### config.mk
export PLATFORM = sky130hd
export DESIGN_NAME = checker_arbiter
export DESIGN_NICKNAME = d
export VERILOG_FILES = /design/src/rtl/checker_arbiter.sv
export SDC_FILE = /design/constraint.sdc
export NUM_CORES = 1
export LEC_CHECK = 0
export ABC_AREA = 1
export CELL_PAD_IN_SITES_DETAIL_PLACEMENT = 2
export CELL_PAD_IN_SITES_GLOBAL_PLACEMENT = 2
export CORE_ASPECT_RATIO = 0.8
export CORE_MARGIN = 5
export CORE_UTILIZATION = 29
export CTS_BUF_LIST = sky130_fd_sc_hd__clkbuf_8 sky130_fd_sc_hd__clkbuf_16
export CTS_CLUSTER_SIZE = 10
export DETAILED_ROUTE_END_ITERATION = 10
export MAX_ROUTING_LAYER = met4
export PLACE_DENSITY_LB_ADDON = 0.1
export RECOVER_POWER = 25
export SLEW_MARGIN = 5
export SYNTH_ARGS = -nofsm -noshare
export SYNTH_HDL_FRONTEND = slang
export SYNTH_SLANG_ARGS = --single-unit
### constraint.sdc
create_clock -name clk -period 3.5 [get_ports clk]
set_input_delay 0.35 -clock clk [delete_from_list [all_inputs] [get_ports clk]]
set_output_delay 0.35 -clock clk [all_outputs]
set_load 0.01 [all_outputs]
### src/rtl/checker_arbiter.sv
// checker_arbiter: two-requester round-robin arbiter feeding one trace checker, plus record counters
//   clk, reset (async, active-low)
//   reqN_char/reqN_valid in, reqN_ready out : per-requester character stream
//   chk_char/chk_valid out : accepted character, one cycle after transfer
//   chk_format in : checker verdict driving cnt_reg/cnt_mem
//   grant out : one-hot owner (01 req0, 10 req1, 00 none)
module checker_arbiter #(
  parameter int TIMEOUT = 16
) (
  input  logic       clk,
  input  logic       reset,
  input  logic [7:0] req0_char,
  input  logic       req0_valid,
  output logic       req0_ready,
  input  logic [7:0] req1_char,
  input  logic       req1_valid,
  output logic       req1_ready,
  output logic [7:0] chk_char,
  output logic       chk_valid,
  input  logic [1:0] chk_format,
  output logic [1:0] grant,
  output logic [7:0] cnt_reg,
  output logic [7:0] cnt_mem
);
  typedef enum logic [1:0] {IDLE, GNT0, GNT1} state_t;
  state_t     state_q, state_d;
  logic       last_q, last_d;
  logic [7:0] idle_q, idle_d;
  logic [7:0] chk_char_q, chk_char_d;
  logic       chk_valid_q, chk_valid_d;
  logic [7:0] cnt_reg_q, cnt_reg_d;
  logic [7:0] cnt_mem_q, cnt_mem_d;
  logic       xfer0, xfer1, xfer, rel;
  logic [7:0] xchar;
  assign xfer0 = state_q == GNT0 && req0_valid;
  assign xfer1 = state_q == GNT1 && req1_valid;
  assign xfer  = xfer0 | xfer1;
  assign xchar = xfer1 ? req1_char : req0_char;
  // '#' ends a record; otherwise a silent cycle at TIMEOUT-1 gives the grant up
  assign rel   = state_q != IDLE && (xfer ? xchar == 8'h23 : idle_q == 8'(TIMEOUT - 1));
  always_comb begin
    state_d     = state_q;
    last_d      = last_q;
    idle_d      = 8'd0;
    chk_char_d  = xfer ? xchar : chk_char_q;
    chk_valid_d = xfer;
    cnt_reg_d   = (chk_format == 2'b01 && cnt_reg_q != 8'hFF) ? cnt_reg_q + 8'd1 : cnt_reg_q;
    cnt_mem_d   = (chk_format == 2'b10 && cnt_mem_q != 8'hFF) ? cnt_mem_q + 8'd1 : cnt_mem_q;
    if (state_q == IDLE) begin
      // on a tie, last_q=1 means req1 was released last, so req0 wins
      state_d = (req0_valid && (!req1_valid || last_q)) ? GNT0 : req1_valid ? GNT1 : IDLE;
    end else begin
      idle_d = (xfer || rel) ? 8'd0 : idle_q + 8'd1;
      if (rel) begin
        state_d = IDLE;
        last_d  = state_q == GNT1;
      end
    end
  end
  always_ff @(posedge clk or negedge reset) begin
    if (!reset) begin
      state_q     <= IDLE;
      last_q      <= 1'b1;
      idle_q      <= 8'd0;
      chk_char_q  <= 8'h00;
      chk_valid_q <= 1'b0;
      cnt_reg_q   <= 8'd0;
      cnt_mem_q   <= 8'd0;
    end else begin
      state_q     <= state_d;
      last_q      <= last_d;
      idle_q      <= idle_d;
      chk_char_q  <= chk_char_d;
      chk_valid_q <= chk_valid_d;
      cnt_reg_q   <= cnt_reg_d;
      cnt_mem_q   <= cnt_mem_d;
    end
  end
  assign grant      = {state_q == GNT1, state_q == GNT0};
  assign req0_ready = state_q == GNT0;
  assign req1_ready = state_q == GNT1;
  assign chk_char   = chk_char_q;
  assign chk_valid  = chk_valid_q;
  assign cnt_reg    = cnt_reg_q;
  assign cnt_mem    = cnt_mem_q;
endmodule

==> results of run 1 <==
cell type report:
class,instances,area [µm²]
fill,744,3810
sequential,36,902
multi-input combinational,161,825
timing repair buffer,50,494
inverter,31,116
tap,84,105
clock buffer,5,68.8
clock inverter,3,18.8
metal layers:
metal  up-vias  share of wire [%]  GRT usage [%]
met2        34                 44           22.2
li1        853                  -              -
met4         0               0.94           4.44
met5         -                  0              -
met3         5                3.6           3.57
met1       803                 51           20.0
per-stage QoR:
step / setup WS, ns / std cells / instance area, µm² / util [%]
detailed placement: 1.25 / 362 / 2440 / 38.5
finish: 1.34 / 370 / 2530 / 39.9
floorplan: 1.99 / 233 / 1880 / -
CTS: 1.30 / 370 / 2530 / 39.9
global placement: 1.35 / 362 / 2440 / 38.5
global route: 1.22 / 370 / 2530 / 39.9
worst reg2reg max path, cell delays in order (launching register included):
cell,delay [ns]
dfrtp_1,0.46
ha_1,0.26
nand2_1,0.09
nor2_1,0.06
nand4_1,0.08
nand3_1,0.23
nor2_1,0.31
nand3_1,0.13
xnor2_1,0.14
power by group through the flow:
stage	sequential (mW)	clock [mW]	combinational, mW
floorplan	0.746	0	0.442
global placement	0.746	0	0.863
detailed placement	0.746	0	0.890
CTS	0.740	0.318	0.898
global route	0.764	0.341	0.979
finish	0.735	0.304	0.874
kinds of logic after synthesis:
group / count (synthesis) / synth area share (%)
and+or+nand+nor: 125 / 30.5
buffers and inverters: 36 / 8.06
DFF: 36 / 48.0
AOI/OAI and AO/OA: 21 / 5.80
xor gates and xnor gates: 12 / 5.60
adders and majority gates: 3 / 2.00
cell usage in the layout, fill, tap and decap left out, types with 4 or more instances in the layout:
cell type / netlist / routed
dfrtp_1: 35 / 35
nand2_1: 67 / 67
nor2_1: 19 / 19
nor3_1: 4 / 4
nand4_1: 11 / 11
clkdlybuf4s50_1: 0 / 49
xor2_1: 4 / 4
xnor2_1: 8 / 8
inv_1: 28 / 28
o21ai_0: 15 / 15
clkbuf_8: 0 / 5
nand3_1: 16 / 16
final timing paths:
| kind | from | end | slack [ns] |
|---|---|---|---|
| max | state_q[1] | grant[1] | 1.34 |
| min | last_q | last_q | 0.48 |
| max reg2reg | cnt_reg[0] | cnt_reg[6] | 1.65 |
| min reg2reg | last_q | last_q | 0.48 |
| max in group asynchronous | reset | chk_char[3] | 1.73 |
| min in group asynchronous | reset | idle_q[3] | 0.62 |
==> impl_metrics.py, run 1 <==
metrics = {
    "timing": {
        "hold_violations": 0,
        "fin_tns_setup_ns": 0,
        "setup-violations-final": 0,
        "holdWs_ns": 0.481,
        "period_share_pct": 61.8,
        "slew_headroom_pct": -34.0,
        "grt_setup_unrepaired": "no",
        "drv_slew": 37,
        "tightest_slew_ns": 2.01,
        "finalCriticalPeriod_ns": 2.16,
        "skew_ns": 0.00503,
        "max_clock_freq_mhz": 462,
    },
    "yosys": {
        "ys_warn_count": 0,
        "synth-seq-cells": 36,
        "netlist_area_um2": 1880,
        "synth_area_leaders": "dfrtp_1, nand2_1, inv_1, nand3_1, o21ai_0",
        "synth_cell_types": 23,
        "yosysTopAreaCell": "dfrtp_1",
        "async_reset_ff_share_pct": 100,
        "ys_top_cells_by_count": "nand2_1, dfrtp_1, inv_1",
        "synthCells": 233,
        "yosys.area.top_type_share_pct": 46.6,
        "synth_most_common_cell": "nand2_1",
        "synth-edff-count": 0,
        "avgSynthCellArea_um2": 8.06,
        "syn_nets": 258,
        "ys_seq_area_share_pct": 48.0,
        "dominantRegCellSynth": "dfrtp_1",
    },
    "clocking": {
        "postCtsSetupBuffers": 0,
        "postCtsHoldBufs": 0,
        "cts_made_buffers": 5,
        "cts-resized-gates": 0,
        "clkLatencyLatePin_ns": 0.29,
        "htree_levels": 2,
        "cts.sinks": 36,
        "cts-root-buf": "clkbuf_8",
        "cts_buffer_depth": 2,
        "clkTransAtPathRegs_ns": 0.08,
        "cts_tree": "done",
    },
    "worst_hold_path": {
        "hold_class": "register to register",
        "holdPathStages": 2,
    },
    "layout": {
        "drive_gt1_share_pct": 6.64,
        "n_antenna_cell": 0,
        "synthToLayoutAreaGrowth_pct": 34.7,
        "final_nets": 310,
    },
    "drt": {
        "totalWireLength_um": 5440,
        "first_pass_iters": 4,
        "vias": 1695,
        "drt.antenna.violating_nets": 0,
        "wire_per_inst_um": 14.7,
        "drt_iter0_drc": 31,
        "routed_via_density": 4.58,
        "drcViolationCount": 0,
    },
    "floorplan": {
        "die_w_um": 100,
        "design.die.area_um2": 8200,
        "core_area_um2": 6340,
        "io_pins": 51,
        "start_util_pct": 29.6,
        "num_rows": 26,
        "die_height_um": 82.0,
    },
    "power": {
        "power.internal_mw": 1.12,
        "p_switching_mw": 0.790,
        "p_leak_nw": 1.16,
        "power_frac_seq_pct": 38.4,
        "clkPwrFrac_pct": 15.9,
        "powerDensity_nw_per_um2": 756,
        "combPwrFrac_pct": 45.7,
        "p_total_mw": 1.91,
        "p_sw_share_pct": 41.3,
        "irDropWorstVdd_mv": 0.231,
    },
    "grt": {
        "overflow": 0,
        "grt_max_degree": 37,
        "grt_antenna_before_repair": 0,
        "track_usage_pct": 14.9,
        "grt_pass1_wl_um": 9250,
        "grt_pass1_vias": 1866,
    },
    "placement": {
        "gp_routability_congestion": 0.724,
        "port_buffers": 50,
        "dp_hpwl_um": 4200,
    },
    "setup_path": {
        "cp.required_ns": 3.15,
        "crit_cells": 3,
        "worst-path-buf-inv": 2,
        "crit_path_end_kind": "output pin",
        "critPathSlowestCell": "dfrtp_1",
        "worstPathMaxFanout": 10,
        "max_stage_delay_ns": 0.64,
        "criticalPathCategory": "register to output pin",
        "ff2ff_path_depth": 8,
        "cp-start-kind": "register",
        "cp_cell_sequence": "inv_2 > nor2_4 > clkdlybuf4s50_1",
        "cp_top_family": "buffers and inverters",
        "critPathArrivalTime_ns": 1.81,
    },
    "run_status": {
        "status": "complete, but fails checks",
        "violations": "max-capacitance violations, max-slew violations",
    },
    "run": {
        "drv_cap": 1,
    },
}
Note: power is estimated with default switching activity, not from simulation.
==> inputs of run 2 (changes only) <==
Settings changed: CORE_UTILIZATION 29 to 27.
Clock period 3.5 ns to 2.1 ns, I/O delays scaled along.
==> run 2 against run 1 <==
The flow now finishes without violations. Non-clock buffer count rose by 4. Cell area rose by 1.6%. Sequential power rose by 62%.
==> impl_metrics.py, run 2 (synthesized netlist as in run 1, its figures left out) <==
metrics = {
    "grt": {
        "grt_max_degree": 37,
        "track_usage_pct": 14.2,
        "overflow": 0,
        "grt_pass1_vias": 1973,
        "grt_pass1_wl_um": 9670,
        "grt_antenna_before_repair": 0,
    },
    "layout": {
        "final_nets": 314,
        "layout_common_cells": "nand2_1, clkdlybuf4s50_1, dfrtp_1",
        "post-route-util_pct": 37.7,
        "drive_gt1_share_pct": 7.93,
        "final_common_cell": "nand2_1",
        "synthToLayoutAreaGrowth_pct": 36.9,
        "nFillCells": 803,
        "n_antenna_cell": 0,
    },
    "drt": {
        "totalWireLength_um": 5610,
        "vias": 1712,
        "routed_via_density": 4.54,
        "drt_iter0_drc": 25,
        "drcViolationCount": 0,
        "wire_per_inst_um": 14.9,
        "drt.antenna.violating_nets": 0,
        "first_pass_iters": 4,
    },
    "setup_path": {
        "criticalPathCategory": "register to register",
        "cp.required_ns": 2.27,
        "cp-start-kind": "register",
        "cp_cell_sequence": "ha_1 > nand2_1 > nor2_1 > nand4_1 > nand3_1 > nor2_1 > nand3_1 > xnor2_1",
        "worst-path-buf-inv": 0,
        "critPathSlowestCell": "dfrtp_1",
        "crit_path_end_kind": "register",
        "worstPathMaxFanout": 6,
        "r2r_slack_ns": 0.28,
        "reg2reg_from": "cnt_reg[0]",
        "max_stage_delay_ns": 0.46,
        "cp_top_family": "simple AND/OR/NAND/NOR gates",
        "regToRegEndpoint": "cnt_reg[6]",
        "critPathArrivalTime_ns": 1.99,
        "ff2ff_path_depth": 8,
    },
    "power": {
        "p_sw_share_pct": 40.2,
        "power_frac_seq_pct": 36.6,
        "irDropWorstVdd_mv": 0.433,
        "clkPwrFrac_pct": 16.0,
        "p_total_mw": 3.26,
        "p_leak_nw": 1.19,
        "power.internal_mw": 1.95,
        "p_switching_mw": 1.31,
        "combPwrFrac_pct": 47.5,
        "powerDensity_nw_per_um2": 1270,
    },
    "timing": {
        "holdWs_ns": 0.0754,
        "fin_tns_setup_ns": 0,
        "drv_slew": 0,
        "tightest_slew_ns": 0.980,
        "setup-violations-final": 0,
        "slew_headroom_pct": 34.7,
        "skew_ns": 0.00477,
        "finalCriticalPeriod_ns": 1.82,
        "max_clock_freq_mhz": 549,
        "period_share_pct": 86.7,
        "grt_setup_unrepaired": "no",
        "hold_violations": 0,
    },
    "floorplan": {
        "io_pins": 51,
        "die_w_um": 103,
        "num_rows": 27,
        "core_area_um2": 6820,
        "design.die.area_um2": 8730,
        "die_height_um": 84.6,
        "start_util_pct": 27.5,
    },
    "run_status": {
        "status": "completed",
    },
    "placement": {
        "gp_routability_congestion": 0.687,
        "port_buffers": 50,
        "dp_hpwl_um": 4380,
    },
    "clocking": {
        "cts_tree": "done",
        "postCtsSetupBuffers": 0,
        "htree_levels": 2,
        "cts.sinks": 36,
        "clkTransAtPathRegs_ns": 0.07,
        "postCtsHoldBufs": 0,
        "cts_buffer_depth": 2,
        "cts-root-buf": "clkbuf_8",
        "cts_made_buffers": 5,
        "clkLatencyLatePin_ns": 0.28,
        "cts-resized-gates": 0,
    },
    "run": {
        "drv_cap": 0,
    },
    "worst_hold_path": {
        "hold_class": "input port to async pin",
    },
}
-- run 2: worst register-to-register path, stage by stage (launching register included) --
cell and delay, ns:
dfrtp_1 0.46, ha_1 0.25, nand2_1 0.09, nor2_1 0.05, nand4_1 0.07, nand3_1 0.23, nor2_1 0.28, nand3_1 0.13
xnor2_1 0.14
-- run 2: cell type report --
cell class | count | area [µm²] | area share [%]
sequential | 36 | 902 | 35.1
multi-input combinational | 161 | 825 | 32.1
timing repair buffer | 54 | 526 | 20.4
inverter | 31 | 116 | 4.53
tap | 87 | 109 | 4.23
clock buffer | 6 | 82.6 | 3.21
clock inverter | 2 | 11.3 | 0.438
-- run 2: worst max path at each step --
stage / end / start / slack [ns] / cells past startpoint
2_1_floorplan: cnt_reg[6] / cnt_reg[0] / 0.59 / 8
3_3_place_gp: idle_q[2] / req1_valid / 0.15 / 8
3_5_place_dp: idle_q[1] / req1_valid / 0.09 / 11
4_1_cts: cnt_reg[6] / cnt_reg[0] / 0.22 / 8
5_1_grt: cnt_mem[6] / cnt_mem[0] / 0.09 / 8
6_report: cnt_reg[6] / cnt_reg[0] / 0.28 / 8
-- run 2: per-layer routing --
layer | up-vias | share of wire, % | global-route usage (%)
met2 | 33 | 45 | 21.3
met3 | 2 | 3.5 | 3.07
met1 | 821 | 51 | 19.6
met5 | - | 0 | -
met4 | 0 | 0.48 | 3.18
li1 | 856 | - | -
-- run 2: per-stage QoR --
stage | instance area, µm² | worst slack, ns | instances
global placement | 2480 | 0.154 | 369
global route | 2570 | 0.0931 | 377
CTS | 2570 | 0.222 | 377
floorplan | 1880 | 0.588 | 233
finish | 2570 | 0.280 | 377
detailed placement | 2480 | 0.0882 | 369
-- run 2: power by group through the flow --
stage	Combinational (mW)	Sequential, mW	Clock (mW)
finish	1.55	1.19	0.521
global route	1.72	1.24	0.575
CTS	1.60	1.20	0.550
detailed placement	1.58	1.21	0
global placement	1.55	1.20	0
floorplan	0.737	1.24	0
==> inputs of run 3 (changes only) <==
Settings changed: CORE_ASPECT_RATIO 0.8 to unset.
==> run 3 against run 2 <==
Worst hold slack worse by 0.015 ns. Via count rose by 1.5%. Clock power shrank 3%. Highest routed layer unchanged.
==> impl_metrics.py, run 3 (synthesized netlist as in run 1, its figures left out) <==
metrics = {
    "run_status": {
        "status": "completed",
    },
    "clocking": {
        "cts.sinks": 36,
        "clkTransAtPathRegs_ns": 0.07,
        "postCtsSetupBuffers": 0,
        "clkLatencyLatePin_ns": 0.29,
        "postCtsHoldBufs": 0,
        "cts_tree": "done",
        "cts-root-buf": "clkbuf_8",
        "cts-resized-gates": 0,
        "htree_levels": 2,
        "cts_buffer_depth": 2,
        "cts_made_buffers": 5,
    },
    "timing": {
        "setup-violations-final": 0,
        "fin_tns_setup_ns": 0,
        "finalCriticalPeriod_ns": 1.96,
        "period_share_pct": 93.5,
        "tightest_slew_ns": 0.963,
        "hold_violations": 0,
        "skew_ns": 0.00969,
        "slew_headroom_pct": 35.8,
        "max_clock_freq_mhz": 509,
        "drv_slew": 0,
        "grt_setup_unrepaired": "no",
    },
    "floorplan": {
        "design.die.area_um2": 8720,
        "die_w_um": 93.4,
        "num_rows": 30,
        "core_area_um2": 6790,
        "io_pins": 51,
        "start_util_pct": 27.6,
        "die_height_um": 93.4,
    },
    "grt": {
        "grt_max_degree": 37,
        "track_usage_pct": 13.5,
        "overflow": 0,
        "grt_pass1_vias": 1848,
        "grt_pass1_wl_um": 8960,
        "grt_antenna_before_repair": 0,
    },
    "drt": {
        "wl_met3_um": 168,
        "top_layer": "met4",
        "totalWireLength_um": 5410,
        "wire_per_inst_um": 14.0,
        "drt_iter0_drc": 56,
        "wl_met1_um": 2600,
        "drt.antenna.violating_nets": 0,
        "drcViolationCount": 0,
        "vias": 1737,
        "route.met2.wl_um": 2580,
        "routed_via_density": 4.50,
        "first_pass_iters": 4,
    },
    "placement": {
        "place_inst": 378,
        "dp_hpwl_um": 4230,
        "gp_routability_congestion": 0.742,
        "port_buffers": 50,
    },
    "setup_path": {
        "critPathArrivalTime_ns": 1.75,
        "critPathSlowestCell": "dfrtp_1",
        "cp.required_ns": 1.89,
        "cp-start-kind": "register",
        "reg2reg_from": "cnt_reg[0]",
        "max_stage_delay_ns": 0.64,
        "worstPathMaxFanout": 10,
        "cp_cell_sequence": "inv_2 > nor2_4 > clkdlybuf4s50_1",
        "crit_path_end_kind": "output pin",
        "critPathLaunch": "state_q[1]",
        "criticalPathCategory": "register to output pin",
    },
    "power": {
        "irDropWorstVdd_mv": 0.429,
        "p_leak_nw": 1.19,
        "powerDensity_nw_per_um2": 1250,
        "p_total_mw": 3.22,
    },
    "layout": {
        "final_nets": 314,
        "final_cells": 386,
        "n_antenna_cell": 0,
        "synthToLayoutAreaGrowth_pct": 37.2,
        "seqCellArea_um2": 902,
        "layout_common_cells": "nand2_1, clkdlybuf4s50_1, dfrtp_1",
        "drive_gt1_share_pct": 8.28,
        "multi_input_area_um2": 825,
        "final_common_cell": "nand2_1",
        "nFillCells": 807,
    },
    "run": {
        "drv_cap": 0,
    },
    "worst_hold_path": {
        "hold_class": "input port to async pin",
    },
}
## run 3: changes by cell type in the layout (fill, tap and decap cells not counted)
cell	delta
clkinv_2	+2
clkinv_4	+1
clkbuf_8	-1
inv_1	-1
clkinvlp_4	-1
## run 3: path summary, 6_finish.rpt
| check | end | slack, ns | depth (start not counted) |
|---|---|---|---|
| setup reg to reg | cnt_reg[6] | 0.33 | 8 |
| hold reg to reg | last_q | 0.49 | 2 |
| max in group asynchronous | state_q[0] | 1.44 | 1 |
| hold / removal | idle_q[6] | 0.06 | 1 |
| setup / recovery | req1_ready | 0.14 | 3 |
| min in group clk | last_q | 0.49 | 2 |
## run 3: power breakdown
part	total [mW]	internal, mW	leakage (nW)	switching, mW
Clock	0.507	0.232	0.0479	0.275
Sequential	1.24	0.944	0.455	0.292
Combinational	1.48	0.732	0.684	0.749
Total	3.22	1.91	1.19	1.32
## run 3: layout make-up
class                   instances  area share [%]
flip-flops and latches         36            35.0
multi-input cells             161            32.0
repair buffers                 54            20.4
well taps                      96            4.66
inverters                      31            4.52
clock buffers                   5            2.67
clock inverters                 3           0.729
## run 3: critical path: cells and delay by family (launching register included)
| family | cells | cell delay, ns |
|---|---|---|
| AND/OR/NAND/NOR | 1 | 0.17 |
| flip-flops | 1 | 0.64 |
| buffers and inverters | 2 | 0.67 |
## run 3: per-stage QoR
step	utilization, %	hold WS, ns	area [µm²]	setup WS, ns
finish	37.9	0.0607	2580	0.136
global route	37.9	0.144	2580	0.00590
global placement	36.6	0.382	2490	0.311
detailed placement	36.6	0.383	2490	0.283
floorplan	-	-0.0856	1880	0.588
CTS	37.9	0.0593	2580	0.0968
## run 3: layer usage
metal,up-vias,GRT usage (%)
li1,852,-
met1,850,17.0
met2,29,22.1
met3,6,2.57
met4,0,4.03
met5,-,-
==> RTL edit: new RTL, settings of run 3 <==
Set the parameter `TIMEOUT` to 15 (it was 16).
--- a/src/rtl/checker_arbiter.sv
+++ b/src/rtl/checker_arbiter.sv
@@ -7,3 +7,3 @@
 module checker_arbiter #(
-  parameter int TIMEOUT = 16
+  parameter int TIMEOUT = 15
 ) (
Function: no difference found for any inputs over 10 cycles, from zero or initial values and one cycle with reset low; that may be too few to reach the edited logic, so the function may still have changed.
==> RTL edit against run 3 <==
Synthesized cell count down 1.3%. Sequential power down 6%. Sequential cell count is the same. Worst setup slack improved by 33 ps. First-iteration DRC count shrank 61%. Via count decreased by 1.7%. Area after synthesis rose by 0.27%. Design area rose by 0.58%. Routed wire length down 2.1%. Critical path depth fell by 1. Power shrank 4.6%. Highest routed layer unchanged.
==> RTL edit: results (changes against run 3) <==
Outcome: completed (unchanged)
Slew headroom: 0.441 (was 0.358)
Worst R2R Setup Slack: 260 ps (was 330 ps)
Layout cell share with drive strength beyond 1: 0.0694 (was 0.0828)
WL met2: 2600 um (was 2580 um)
GRT Overall Usage: 0.133 (was 0.135)
Layout Skew: 5.46 ps (was 9.69 ps)
CTS-repair resized insts: 0 (unchanged)
Max VDD drop: 0.468 mV (was 0.429 mV)
First-pass GRT wire length: 8930 um (was 8960 um)
Synth top cells by count: nand2_1, dfrtp_1, inv_1 (unchanged)
Metal-1 WL: 2490 um (was 2600 um)
Post-Layout Cell Count: 384 (was 386)
Gpl congestion: 0.712 (was 0.742)
Initial DRT Pass Iterations: 3 (was 4)
Syn nets: 256 (was 258)
Wire length on met3: 174 um (was 168 um)
Avg Vias per Cell: 4.45 (was 4.50)
Complex-gate fraction of the synthesized area: 0.0551 (was 0.0580)
Total CTS buffers: 5 (unchanged)
Arr. time, crit path: 1720 ps (was 1750 ps)
Asr flop ratio synth: 1.00 (unchanged)
Initial DRC Count: 22 (was 56)
Fin nets: 313 (was 314)
Detailed Place HPWL: 4190 um (was 4230 um)
Fillers: 806 (was 807)
Sequential fraction of the synthesis area: 0.479 (was 0.480)
Fin. Hold Viols: 0 (unchanged)
Final hold slack: 21.7 ps (was 60.7 ps)
CP max FO: 6 (was 10)
Clock-pin slew on the worst setup and hold paths: 80 ps
CP max-delay cell: clkdlybuf4s50_1 (was dfrtp_1)
Final WL: 5300 um (was 5410 um)
Adder-Cell Fraction of Synth Area: 0.0266 (was 0.0200)
CP delay by family, top: buffers and inverters (unchanged)
Root cell of the clock tree: clkbuf_8 (unchanged)
Netlist cell types: 25 (was 23)
Post-Synth XOR/XNOR Area: 0.0744 (was 0.0560)
Hold WC Path Type: input pin to async pin (unchanged)
P_leak: 0.00119 uW (about the same)
Number of global-route vias before repair: 1858 (was 1848)
Post-Synthesis Cells: 230 (was 233)
Post-synthesis mux area share: 0.0120 (was 0)
Synth area leaders: dfrtp_1, nand2_1, inv_1, nand3_1, xor2_1 (was dfrtp_1, nand2_1, inv_1, nand3_1, o21ai_0)
RTL edit: cell count changes after synthesis, sizes merged, moves of 2 or more:
cell          run 3  this run
o21ai            15        13
nand2            70        55
nor3              4        13
xor2              4        10
nand3            18        20
nor4              0         2
mux2              0         2
nand4            11         8
nor2             21        18
xnor2             8         6
RTL edit: worst paths after layout:
path	start	to	cells past startpoint
max in group asynchronous	reset	cnt_mem[0]	1
setup reg to reg	cnt_reg[1]	cnt_reg[1]	6
min in group clk	idle_q[0]	idle_q[0]	1
hold reg to reg	idle_q[0]	idle_q[0]	1
setup / recovery	state_q[0]	grant[1]	2
hold / removal	reset	cnt_reg[3]	1
RTL edit: cell families after synthesis:
group                    Yosys count
AND/OR/NAND/NOR                  116
buffers and inverters             37
flip-flops                        36
AO/OA/AOI/OAI                     19
XOR/XNOR                          16
adder cells (fa/ha/maj)            4
multiplexers                       2
RTL edit: final cells by class:
cell class,count,area (um2),area share
sequential,36,902,0.348
multi-input combinational,157,826,0.319
timing repair buffer,55,533,0.206
inverter,32,120,0.0464
tap,96,120,0.0464
clock buffer,6,82.6,0.0319
clock inverter,2,7.51,0.00290
RTL edit: per-layer routing:
metal	vias to the layer above	track usage
met3	2	0.0330
met2	39	0.221
met1	814	0.161
met5	-	-
met4	0	0.0366
li1	853	-
RTL edit: power breakdown:
part           total (uW)  internal, uW  leakage, uW  switching (uW)
Combinational        1410           693     0.000694             712
Sequential           1160           940     0.000445             220
Clock                 510           258    0.0000538             252
RTL edit: metrics by stage:
stage	power, uW	utilization	instance area (um2)	setup WS (ps)
final	3080	0.381	2590	169
after global routing	3350	0.381	2590	19.0
after CTS	3160	0.381	2590	106
after detailed placement	2620	0.368	2500	239
after global placement	2590	0.368	2500	281
after floorplan	1900	-	1880	451
